==> src/rtl/axi_bank_delay.sv <==
// -----------------------------------------------------------------------------
// axi_bank_delay
//
// Multi-bank DRAM latency model placed on an AXI channel. A request seen in
// IDLE is classified against the bank table (row hit, closed bank, or row
// conflict). A matching countdown is loaded, and the valid/ready pair is
// released once the countdown expires. Open pages close after a run of idle
// cycles. A free-running refresh timer periodically forces a refresh window,
// and the refresh window closes every bank.
//
// Ports
//   clk           clock
//   rst           synchronous active-high reset
//   in_valid      upstream valid
//   in_ready      downstream ready
//   in_addr       request address, sampled while IDLE
//   out_valid     gated valid (in_valid while ACTIVE, else 0)
//   out_ready     gated ready (in_ready while ACTIVE, else 0)
//   hit_cnt       saturating count of row-hit requests
//   empty_cnt     saturating count of closed-bank requests
//   conflict_cnt  saturating count of row-conflict requests
//   refresh_busy  registered, high while in REFRESH
//
// state     | meaning
// ----------+----------------------------------------------------------------
// IDLE      | waiting for a request or a pending refresh
// COUNTDOWN | access latency running down from the loaded delay
// ACTIVE    | channel passes valid/ready through until a handshake
// REFRESH   | refresh window; all banks closed, requests held off
// -----------------------------------------------------------------------------
module axi_bank_delay #(
  parameter int ADDR_WIDTH        = 16,
  parameter int PAGE_OFFSET_WIDTH = 6,
  parameter int BANK_WIDTH        = 2,
  parameter int DELAY_WIDTH       = 5,
  parameter int HIT_DELAY         = 3,
  parameter int EMPTY_DELAY       = 7,
  parameter int CONFLICT_DELAY    = 15,
  parameter int CLOSE_TIMEOUT     = 64,
  parameter int REFRESH_PERIOD    = 512,
  parameter int REFRESH_CYCLES    = 20,
  parameter int STAT_WIDTH        = 32
) (
  input  logic                  clk,
  input  logic                  rst,
  input  logic                  in_valid,
  input  logic                  in_ready,
  input  logic [ADDR_WIDTH-1:0] in_addr,
  output logic                  out_valid,
  output logic                  out_ready,
  output logic [STAT_WIDTH-1:0] hit_cnt,
  output logic [STAT_WIDTH-1:0] empty_cnt,
  output logic [STAT_WIDTH-1:0] conflict_cnt,
  output logic                  refresh_busy
);

  localparam int NUM_BANKS = 1 << BANK_WIDTH;
  localparam int ROW_WIDTH = ADDR_WIDTH - PAGE_OFFSET_WIDTH - BANK_WIDTH;

  // Each timer only needs to hold 0 .. limit-1: it clears on reaching its limit.
  localparam int IDLE_W = (CLOSE_TIMEOUT > 1) ? $clog2(CLOSE_TIMEOUT) : 1;
  localparam int RT_W   = (REFRESH_PERIOD > 1) ? $clog2(REFRESH_PERIOD) : 1;
  localparam int BUSY_W = (REFRESH_CYCLES > 1) ? $clog2(REFRESH_CYCLES) : 1;

  localparam logic [IDLE_W-1:0]      IDLE_LAST  = IDLE_W'(CLOSE_TIMEOUT - 1);
  localparam logic [RT_W-1:0]        RT_LAST    = RT_W'(REFRESH_PERIOD - 1);
  localparam logic [BUSY_W-1:0]      BUSY_LAST  = BUSY_W'(REFRESH_CYCLES - 1);
  localparam logic [DELAY_WIDTH-1:0] HIT_D      = DELAY_WIDTH'(HIT_DELAY);
  localparam logic [DELAY_WIDTH-1:0] EMPTY_D    = DELAY_WIDTH'(EMPTY_DELAY);
  localparam logic [DELAY_WIDTH-1:0] CONFLICT_D = DELAY_WIDTH'(CONFLICT_DELAY);

  localparam logic [1:0] S_IDLE    = 2'd0;
  localparam logic [1:0] S_COUNT   = 2'd1;
  localparam logic [1:0] S_ACTIVE  = 2'd2;
  localparam logic [1:0] S_REFRESH = 2'd3;

  logic [1:0]             state;
  logic [DELAY_WIDTH-1:0] count;
  logic [BUSY_W-1:0]      busy_cnt;
  logic [NUM_BANKS-1:0]   bank_open;
  logic [ROW_WIDTH-1:0]   bank_row [NUM_BANKS];
  logic [IDLE_W-1:0]      idle_cnt;
  logic [RT_W-1:0]        refresh_timer;
  logic                   refresh_pending;

  logic [BANK_WIDTH-1:0]  req_bank;
  logic [ROW_WIDTH-1:0]   req_row;
  logic                   row_match;
  logic                   is_hit;
  logic                   is_conflict;
  logic                   is_empty;
  logic                   start_refresh;
  logic                   accept;
  logic                   idle_tick;
  logic                   idle_expire;
  logic                   refresh_wrap;
  logic [DELAY_WIDTH-1:0] load_delay;

  // Column bits select a word inside the page and never affect latency.
  logic unused_col;
  assign unused_col = ^in_addr[PAGE_OFFSET_WIDTH-1:0];

  assign req_bank = in_addr[PAGE_OFFSET_WIDTH +: BANK_WIDTH];
  assign req_row  = in_addr[ADDR_WIDTH-1 -: ROW_WIDTH];

  assign row_match   = (bank_row[req_bank] == req_row);
  assign is_hit      = bank_open[req_bank] & row_match;
  assign is_conflict = bank_open[req_bank] & ~row_match;
  assign is_empty    = ~bank_open[req_bank];

  // A pending refresh has priority over a request arriving in the same cycle.
  assign start_refresh = (state == S_IDLE) & refresh_pending;
  assign accept        = (state == S_IDLE) & ~refresh_pending & in_valid;

  // The idle run only advances while in_valid is low. A request therefore
  // always classifies against the table as it stood before any close.
  assign idle_tick    = (state == S_IDLE) & ~in_valid;
  assign idle_expire  = (CLOSE_TIMEOUT != 0) & idle_tick & (idle_cnt == IDLE_LAST);
  assign refresh_wrap = (REFRESH_PERIOD != 0) & (refresh_timer == RT_LAST);

  always_comb begin
    load_delay = EMPTY_D;
    if (is_hit) begin
      load_delay = HIT_D;
    end else if (is_conflict) begin
      load_delay = CONFLICT_D;
    end
  end

  assign out_valid = (state == S_ACTIVE) & in_valid;
  assign out_ready = (state == S_ACTIVE) & in_ready;

  function automatic logic [STAT_WIDTH-1:0] sat_inc(input logic [STAT_WIDTH-1:0] v);
    return (&v) ? v : v + 1'b1;
  endfunction

  // Sequencing FSM and bank table
  always_ff @(posedge clk) begin
    if (rst) begin
      state        <= S_IDLE;
      count        <= '0;
      busy_cnt     <= '0;
      refresh_busy <= 1'b0;
      bank_open    <= '0;
      for (int i = 0; i < NUM_BANKS; i++) begin
        bank_row[i] <= '0;
      end
    end else begin
      case (state)
        S_IDLE: begin
          if (start_refresh) begin
            state        <= S_REFRESH;
            busy_cnt     <= BUSY_LAST;
            refresh_busy <= 1'b1;
            bank_open    <= '0;
          end else if (accept) begin
            state               <= S_COUNT;
            count               <= load_delay;
            bank_open[req_bank] <= 1'b1;
            bank_row[req_bank]  <= req_row;
          end else if (idle_expire) begin
            bank_open <= '0;
          end
        end
        // A refresh that becomes pending here waits until the next IDLE.
        S_COUNT: begin
          if (count == '0) begin
            state <= S_ACTIVE;
          end else begin
            count <= count - 1'b1;
          end
        end
        S_ACTIVE: begin
          if (in_valid & in_ready) begin
            state <= S_IDLE;
          end
        end
        S_REFRESH: begin
          if (busy_cnt == '0) begin
            state        <= S_IDLE;
            refresh_busy <= 1'b0;
          end else begin
            busy_cnt <= busy_cnt - 1'b1;
          end
        end
        default: state <= S_IDLE;
      endcase
    end
  end

  // Idle-close and refresh timers
  always_ff @(posedge clk) begin
    if (rst) begin
      idle_cnt        <= '0;
      refresh_timer   <= '0;
      refresh_pending <= 1'b0;
    end else begin
      if (idle_tick && (CLOSE_TIMEOUT != 0)) begin
        idle_cnt <= idle_expire ? '0 : idle_cnt + 1'b1;
      end else begin
        idle_cnt <= '0;
      end

      if (REFRESH_PERIOD != 0) begin
        refresh_timer <= refresh_wrap ? '0 : refresh_timer + 1'b1;
      end

      // Single flag: extra wraps before service collapse into one refresh.
      // A wrap on the service edge itself starts a fresh request.
      if (refresh_wrap) begin
        refresh_pending <= 1'b1;
      end else if (start_refresh) begin
        refresh_pending <= 1'b0;
      end
    end
  end

  // Request statistics
  always_ff @(posedge clk) begin
    if (rst) begin
      hit_cnt      <= '0;
      empty_cnt    <= '0;
      conflict_cnt <= '0;
    end else if (accept) begin
      if (is_hit) begin
        hit_cnt <= sat_inc(hit_cnt);
      end
      if (is_empty) begin
        empty_cnt <= sat_inc(empty_cnt);
      end
      if (is_conflict) begin
        conflict_cnt <= sat_inc(conflict_cnt);
      end
    end
  end

endmodule

==> config.mk <==
export PLATFORM = sky130hd
export DESIGN_NAME = axi_bank_delay
export DESIGN_NICKNAME = d
export VERILOG_FILES = /design/src/rtl/axi_bank_delay.sv
export SDC_FILE = /design/constraint.sdc
export NUM_CORES = 1
export LEC_CHECK = 0
export ABC_AREA = 0
export BUFFER_PORTS_ARGS = -buffer_cell sky130_fd_sc_hd__buf_2
export CORE_MARGIN = 2
export CORE_UTILIZATION = 45
export CTS_CLUSTER_DIAMETER = 60
export DETAILED_ROUTE_END_ITERATION = 10
export GPL_TIMING_DRIVEN = 0
export PLACE_DENSITY = 0.68
export SYNTH_ARGS = -nofsm -noshare
export SYNTH_HDL_FRONTEND = slang
export SYNTH_SLANG_ARGS = --single-unit
export TNS_END_PERCENT = 20
==> constraint.sdc <==
create_clock -name clk -period 2.8 [get_ports clk]
set_input_delay 0 -clock clk [delete_from_list [all_inputs] [get_ports clk]]
set_output_delay 0 -clock clk [all_outputs]
set_load 0.02 [all_outputs]
==> impl_results.md, run 1 <==
- DIE WIDTH: about 140 µm
- Synth Warn #: 0
- Initial antenna violation count: 0
- Cells after Synth: about 900
- Remaining antenna violation count: 0
- CTS Buf Count: 17
- Max Fclk: approximately 350 MHz
- Core ar.: roughly 0.017 mm²
- Seq cells post-synth: approximately 160
- GP Congestion: between 0.8 and 0.9
- Drt drc: 0
- Ant diodes: 0
- Grt total ovfl: 0
- Worst-Margin Slew: roughly 760 ps
- First-pass GRT wire length: 32,800 µm
- Mapped Avg Cell Area: 9.08 µm²
- Clk_lat worst skew: between 400 and 500 ps
- Post-DP HPWL: approximately 14,000 µm
- CP endpoint kind: flip-flop
- Setup WS post-layout: -19.6 ps
- CTS tree: yes
- Failing checks: setup timing
- Share of layout cells above drive strength 1: a little over a fifth
- Seq. cell area: 0.00354 mm²
- Largest net degree at the start of global routing: 17
- Die area: around 0.019 mm²
- Fin. max-slew vios: 0
- Port-buffer cells: between 100 and 150
- HP Class: in -> reg
- Initial core utilization: roughly 46%
- CP required: between 3000 and 4000 ps
- Total number of vias: 7,169
- Placed cell area: 0.00879 mm²
- Asr flop ratio synth: 0%
- Final Net Count: between 1,000 and 1,500
- I/O pin cnt: ~120
- Vias/cell: 5.70
- Worst Reg2Reg Path Length in Cells: 6
- Sequential-to-total area share from yosys stat: about 45%
- Syn_nets: between 900 and 1,000
- Hold Path Depth: 4
- MaxCap Viol Count: 0
- Status: complete, but fails checks
- Vias in the first global route: between 6,000 and 7,000
- CTS clk-pin slew, worst paths: 70 ps
- Longest Clk Path Bufs: 2
- DRT Wirelength: 20,600 µm
- Synth unique cells: 50
- Maximum vdd drop: between 0.4 and 0.5 mV
- Ys flop type: dfxtp_1
- Unrepaired setup endpoints after global routing: true
- Final Hold Vio Count: 0
- Data arrival time at the worst-slack endpoint: ~3200 ps
- Final instance area: a little under 0.01 mm²
- Num Clock Sinks: approximately 160
- Clock Skew: roughly 8.8 ps
- H-tree depth: 4
- Fillers: around 1,600
- Max-Slew Margin vs Limit: roughly 49%
- Multi-input logic area: 0.00434 mm²
- Period utilization: 101%
- DRT Pass-1 Iters: 7
- Crit-path max FO: 6
- Final Setup Violations: 1
- P&R area growth vs syn: 21.7%
- Routed len/inst: approximately 16 µm
- Die height: approximately 140 µm
- Static leakage: between 3 and 4 nW
- Pwr Density: ~530 mW/mm²
- Setup TNS: -19.6 ps
- GRT Overall Usage: between 20% and 30%
- Post-synth EDFFs: 32
- CP startpoint kind: flip-flop
- Clock Tree Root: clkbuf_16
- CP Class: reg -> reg
- Std cell rows: 48
- Initial DRC count: 556
- Post-Syn Area: 0.00796 mm²
- Final Critical Period: around 2800 ps
-- worst max-delay path: stages (launching register included) --
cell and delay [ps]:
edfxtp_1 380, mux4_2 530, xor2_4 180, or4_4 610, nor4_4 420, or4b_4 510, a21oi_2 120
-- cells in the mapped netlist (13+ instances only) --
| master | n | area [µm²] |
|---|---|---|
| dfxtp_1 | 129 | 2580 |
| nor2_1 | 101 | 379 |
| nand2_1 | 52 | 195 |
| a21oi_1 | 49 | 245 |
| nand3_1 | 46 | 230 |
| clkbuf_1 | 40 | 150 |
| nor3_1 | 35 | 175 |
| edfxtp_1 | 32 | 961 |
| nand4_1 | 30 | 188 |
| xnor2_1 | 30 | 263 |
| o31ai_1 | 28 | 210 |
| or4_1 | 27 | 203 |
| nor4_1 | 26 | 163 |
| and2_1 | 24 | 150 |
| xor2_1 | 22 | 193 |
| and3_1 | 21 | 131 |
| nor2b_1 | 20 | 125 |
| inv_1 | 19 | 71.3 |
| mux2_2 | 19 | 214 |
| o21ai_0 | 16 | 80.1 |
| and4_1 | 13 | 114 |
-- through the flow --
stage / utilization [%] / hold WS (ps) / std cells / setup WS, ps / total power [W]
final: 56.0 / 71.7 / 1258 / -19.6 / 0.00510
after global routing: 56.0 / 94.1 / 1258 / -81.0 / 0.00526
after CTS: 55.0 / 59.2 / 1253 / -305 / 0.00509
after detailed placement: 50.8 / 348 / 1211 / -885 / 0.00289
after global placement: 50.8 / 351 / 1211 / -836 / 0.00288
after floorplan: - / 179 / 877 / 89.8 / 0.00277
-- logic make-up (layout without fill, tap and decap cells) --
group / after synthesis / in the layout / synth area share [%]
compound gates: 116 / 116 / 8.99
buf+inv: 67 / 223 / 3.41
simple gates: 441 / 441 / 30.3
flops: 161 / 161 / 44.5
fa+ha+maj: 10 / 10 / 1.57
mux: 30 / 30 / 5.52
xor+xnor: 52 / 52 / 5.72
-- area by class of cell --
class | instances | area share [%]
Multi-Input combinational cell | 649 | 44.8
Timing Repair Buffer | 126 | 7.21
Tap cell | 225 | 2.91
Clock buffer | 17 | 4.39
Sequential cell | 161 | 36.6
Buffer | 46 | 2.10
Clock inverter | 15 | 1.29
Inverter | 19 | 0.736
-- metal layers --
layer / GRT usage (%) / share of wire (%) / up-vias
li1: - / - / 3507
met1: 31.2 / 48 / 3458
met2: 34.1 / 47 / 184
met3: 3.89 / 4.6 / 20
met4: 7.62 / 1.1 / 0
met5: 0 / 0 / -
-- registers in the layout, indices dropped and copies added, names as in the netlist, 5 cells and up --
register and flops:
bank_row 32, conflict_cnt 32, empty_cnt 32, hit_cnt 32, refresh_timer 9, idle_cnt 6, busy_cnt 5, count 5
-- timing repair --
item / CTS / global route
hold buffers: 10 / 0
setup endpoints to repair: 74 / 65
endpoints found under the hold margin: 32 / 0
setup buffers: 0 / 7
pin swaps: 3 / 7
resized for setup: 16 / 31
-- final timing paths --
kind                    start                to  slack [ps]
max            bank_row[1][1]       hit_cnt[23]         -20
max reg2reg    bank_row[1][1]       hit_cnt[23]         -20
min reg2reg  refresh_timer[0]  refresh_timer[0]         450
min                in_addr[6]      bank_open[3]          70
-- power by group --
| part | internal [W] | total, W | switching, W |
|---|---|---|---|
| Clock | 0.00116 | 0.00221 | 0.00105 |
| Sequential | 0.00242 | 0.00246 | 0.0000331 |
| Combinational | 0.000158 | 0.000430 | 0.000273 |
-- cell usage in the layout (no fill, tap or decap), types with 31 or more instances in the layout --
cell type  netlist  routed
a21oi_1         49      48
nor3_1          35      33
nand2_1         52      52
buf_2            3     112
edfxtp_1        32      32
nand3_1         46      45
clkbuf_1        40      31
nor2_1         101     101
dfxtp_1        129     129
Power figures use the tool's default switching activity.
==> run 2: changes to the inputs <==
--- a/config.mk
+++ b/config.mk
@@ -12,7 +12,7 @@
 export CTS_CLUSTER_DIAMETER = 60
 export DETAILED_ROUTE_END_ITERATION = 10
 export GPL_TIMING_DRIVEN = 0
-export PLACE_DENSITY = 0.68
+export PLACE_DENSITY = 0.65
 export SYNTH_ARGS = -nofsm -noshare
 export SYNTH_HDL_FRONTEND = slang
 export SYNTH_SLANG_ARGS = --single-unit
==> constraint.sdc (replaced) <==
create_clock -name clk -period 2.9 [get_ports clk]
set_input_delay 0 -clock clk [delete_from_list [all_inputs] [get_ports clk]]
set_output_delay 0 -clock clk [all_outputs]
set_load 0.02 [all_outputs]
==> run 2 against run 1 <==
  * The run now ends clean
  * Global-route usage grew 0.52 points
  * Clock power shrank 3%
  * Hold slack lost 0.79 ps
  * Utilization shrank 0.32 points
  * Clock skew shrank 1.5 ps
  * Fmax shrank 2.2%
==> impl_results.md, run 2 (synthesis results as in run 1) <==
- Maximum vdd drop: 0.410 mV (-5.9%)
- Unrepaired setup endpoints after global routing: true
- Final Setup Violations: 0 (-1)
- DRT Wirelength: 20,700 µm (+0.47%)
- Initial antenna violation count: 0 (unchanged)
- Worst-Margin Slew: 821 ps (+61.3 ps)
- CP endpoint kind: flip-flop
- GP Congestion: 0.818 (-1.0%)
- Final Core Density: 55.7% (-0.32 points)
- Routed len/inst: 16.5 µm (+0.55%)
- Fin. max-slew vios: 0 (unchanged)
- Vias in the first global route: 6,561 (+1.3%)
- Most frequent cells in the layout: dfxtp_1 (129), buf_2 (112), nor2_1 (101)
- R2R Path Start: bank_row[2][4]
- Static leakage: 3.63 nW (-1.2%)
- Num Clock Sinks: 161 (unchanged)
- Clock Tree Root: clkbuf_16
- Slowest CP cell: or4_4
- Port-buffer cells: 109 (unchanged)
- Vias/cell: 5.74 (+0.81%)
- CTS Buf Count: 17 (unchanged)
- Max-Slew Margin vs Limit: 44.9% (-4.1 points)
- Final Hold Vio Count: 0 (unchanged)
- Longest Clk Path Bufs: 2 (unchanged)
- CTS clk-pin slew, worst paths: 60 ps (about the same)
- Worst Reg2Reg Path Length in Cells: 8 (+2)
- FF-to-FF End: hit_cnt[23]
- Commonest non-fill, non-tap cell in the layout: dfxtp_1
- GRT Overall Usage: 22.6% (+0.52 points)
- CP required: 3250 ps (+80 ps)
- I/O pin cnt: 119 (unchanged)
- Dpl cells: 1,211 (unchanged)
- Largest net degree at the start of global routing: 17 (unchanged)
- Total number of vias: 7,221 (+0.73%)
- Drt drc: 0 (unchanged)
- Hold Crit Start: in_addr[6]
- CP Class: reg -> reg
- CP cell instances: mux4_2 -> xor2_1 -> or4_4 -> buf_2 -> nor4_4 -> buf_4 -> or4b_1 -> a21oi_1
- HP Class: in -> reg
- CP delay by family, top: simple AND/OR/NAND/NOR gates
- Status: finished, final reports clean
- Reg2Reg Setup Slack: 20 ps (+40 ps)
- Remaining antenna violation count: 0 (unchanged)
- Clk_lat worst skew: 430 ps (about the same)
- Ant diodes: 0 (unchanged)
- Hold Path Depth: 4 (unchanged)
- Period utilization: 99.4% (-1.3 points)
- Pwr Density: 511 mW/mm² (-2.8%)
- Std cell rows: 48 (unchanged)
- Final Critical Period: 2880 ps (+64.3 ps)
- Final Net Count: 1,049 (-0.095%)
- Post-Layout Cell Count: 1,257 (-0.079%)
- Share of layout cells above drive strength 1: 20.3% (-1.0 points)
- P&R area growth vs syn: 21.0%
- Grt total ovfl: 0 (unchanged)
- CTS tree: yes
- Critical path's largest stage delay: 570 ps (-40 ps)
- Initial core utilization: 46.0% (unchanged)
- CP startpoint kind: flip-flop
- MaxCap Viol Count: 0 (unchanged)
- DRT Pass-1 Iters: 5 (-2)
- H-tree depth: 4 (unchanged)
- Clock Skew: 7.26 ps (-1.52 ps)
- First-pass GRT wire length: 33,700 µm (+2.7%)
- Crit-path max FO: 6 (unchanged)
- Die area: 0.0188 mm² (unchanged)
- Hold endpoint: bank_open[3]
- Die height: 137 µm (unchanged)
- Max Fclk: 347 MHz (-2.2%)
- Core ar.: 0.0173 mm² (unchanged)
- Data arrival time at the worst-slack endpoint: 3240 ps (+60 ps)
- Initial DRC count: 547 (-1.6%)
- Post-DP HPWL: 14,300 µm (+1.1%)
- DIE WIDTH: 137 µm (unchanged)
- Bufs and invs on worst path: 2 (+2)
## run 2: changes by cell type in the layout (fill, tap and decap cells not counted), sizes merged
cell / before / now
clkinvlp: 2 / 3
buf: 123 / 121
clkbuf: 56 / 60
bufinv: 0 / 2
clkinv: 6 / 7
inv: 26 / 19
## run 2: tightest hold or removal path: stages
cell and delay (ps):
buf_6 140, buf_6 160, a31oi_1 80, nor2_1 70
## run 2: metal layers
layer / vias up / wire length (µm) / GRT usage (%)
li1: 3496 / - / -
met1: 3512 / 9610 / 31.9
met2: 196 / 9740 / 35.7
met3: 17 / 1130 / 3.74
met4: 0 / 225 / 6.53
met5: - / 0 / 0
## run 2: report_power, final
group          switching [W]  internal (W)
logic               0.000259      0.000148
registers          0.0000312       0.00234
clock network       0.000894       0.00125
## run 2: worst max path at each step
stage | from | endpoint | slack (ps) | cells after the start
global placement | in_addr[7] | hit_cnt[27] | -780 | 9
finish | bank_row[2][4] | hit_cnt[23] | 20 | 8
CTS | bank_row[3][1] | hit_cnt[23] | 10 | 8
detailed placement | in_addr[7] | hit_cnt[15] | -760 | 10
floorplan | bank_row[3][4] | hit_cnt[23] | 190 | 7
global route | bank_row[2][4] | hit_cnt[23] | -100 | 8
## run 2: layout make-up
cell class,count,area [µm²]
fillers,1623,7660
multi-input cells,649,4280
flip-flops and latches,161,3540
repair buffers,124,683
clock buffers,20,437
well taps,225,282
plain buffers,47,219
clock inverters,12,118
inverters,19,71.3
## run 2: through the flow
stage                     total power [W]  TNS [ps]  area, µm²  setup slack (ps)  hold WS [ps]
after floorplan                   0.00267         0       7960               190           179
after global placement            0.00278    -39110       8790              -781           349
after detailed placement          0.00279    -36410       8800              -765           355
after CTS                         0.00495         0       9560              11.2          74.0
after global routing              0.00510      -228       9630             -95.9          92.9
final                             0.00493         0       9630              16.0          70.9
## run 2: repair_timing
action                                  in CTS  in global routing
hold endpoints to repair                    30                  0
pin swaps                                    3                  2
hold buffers                                10                  0
buffers inserted                             3                  2
resized for setup                           17                 22
endpoints found under the setup margin      57                 59
gates cloned                                 0                  0
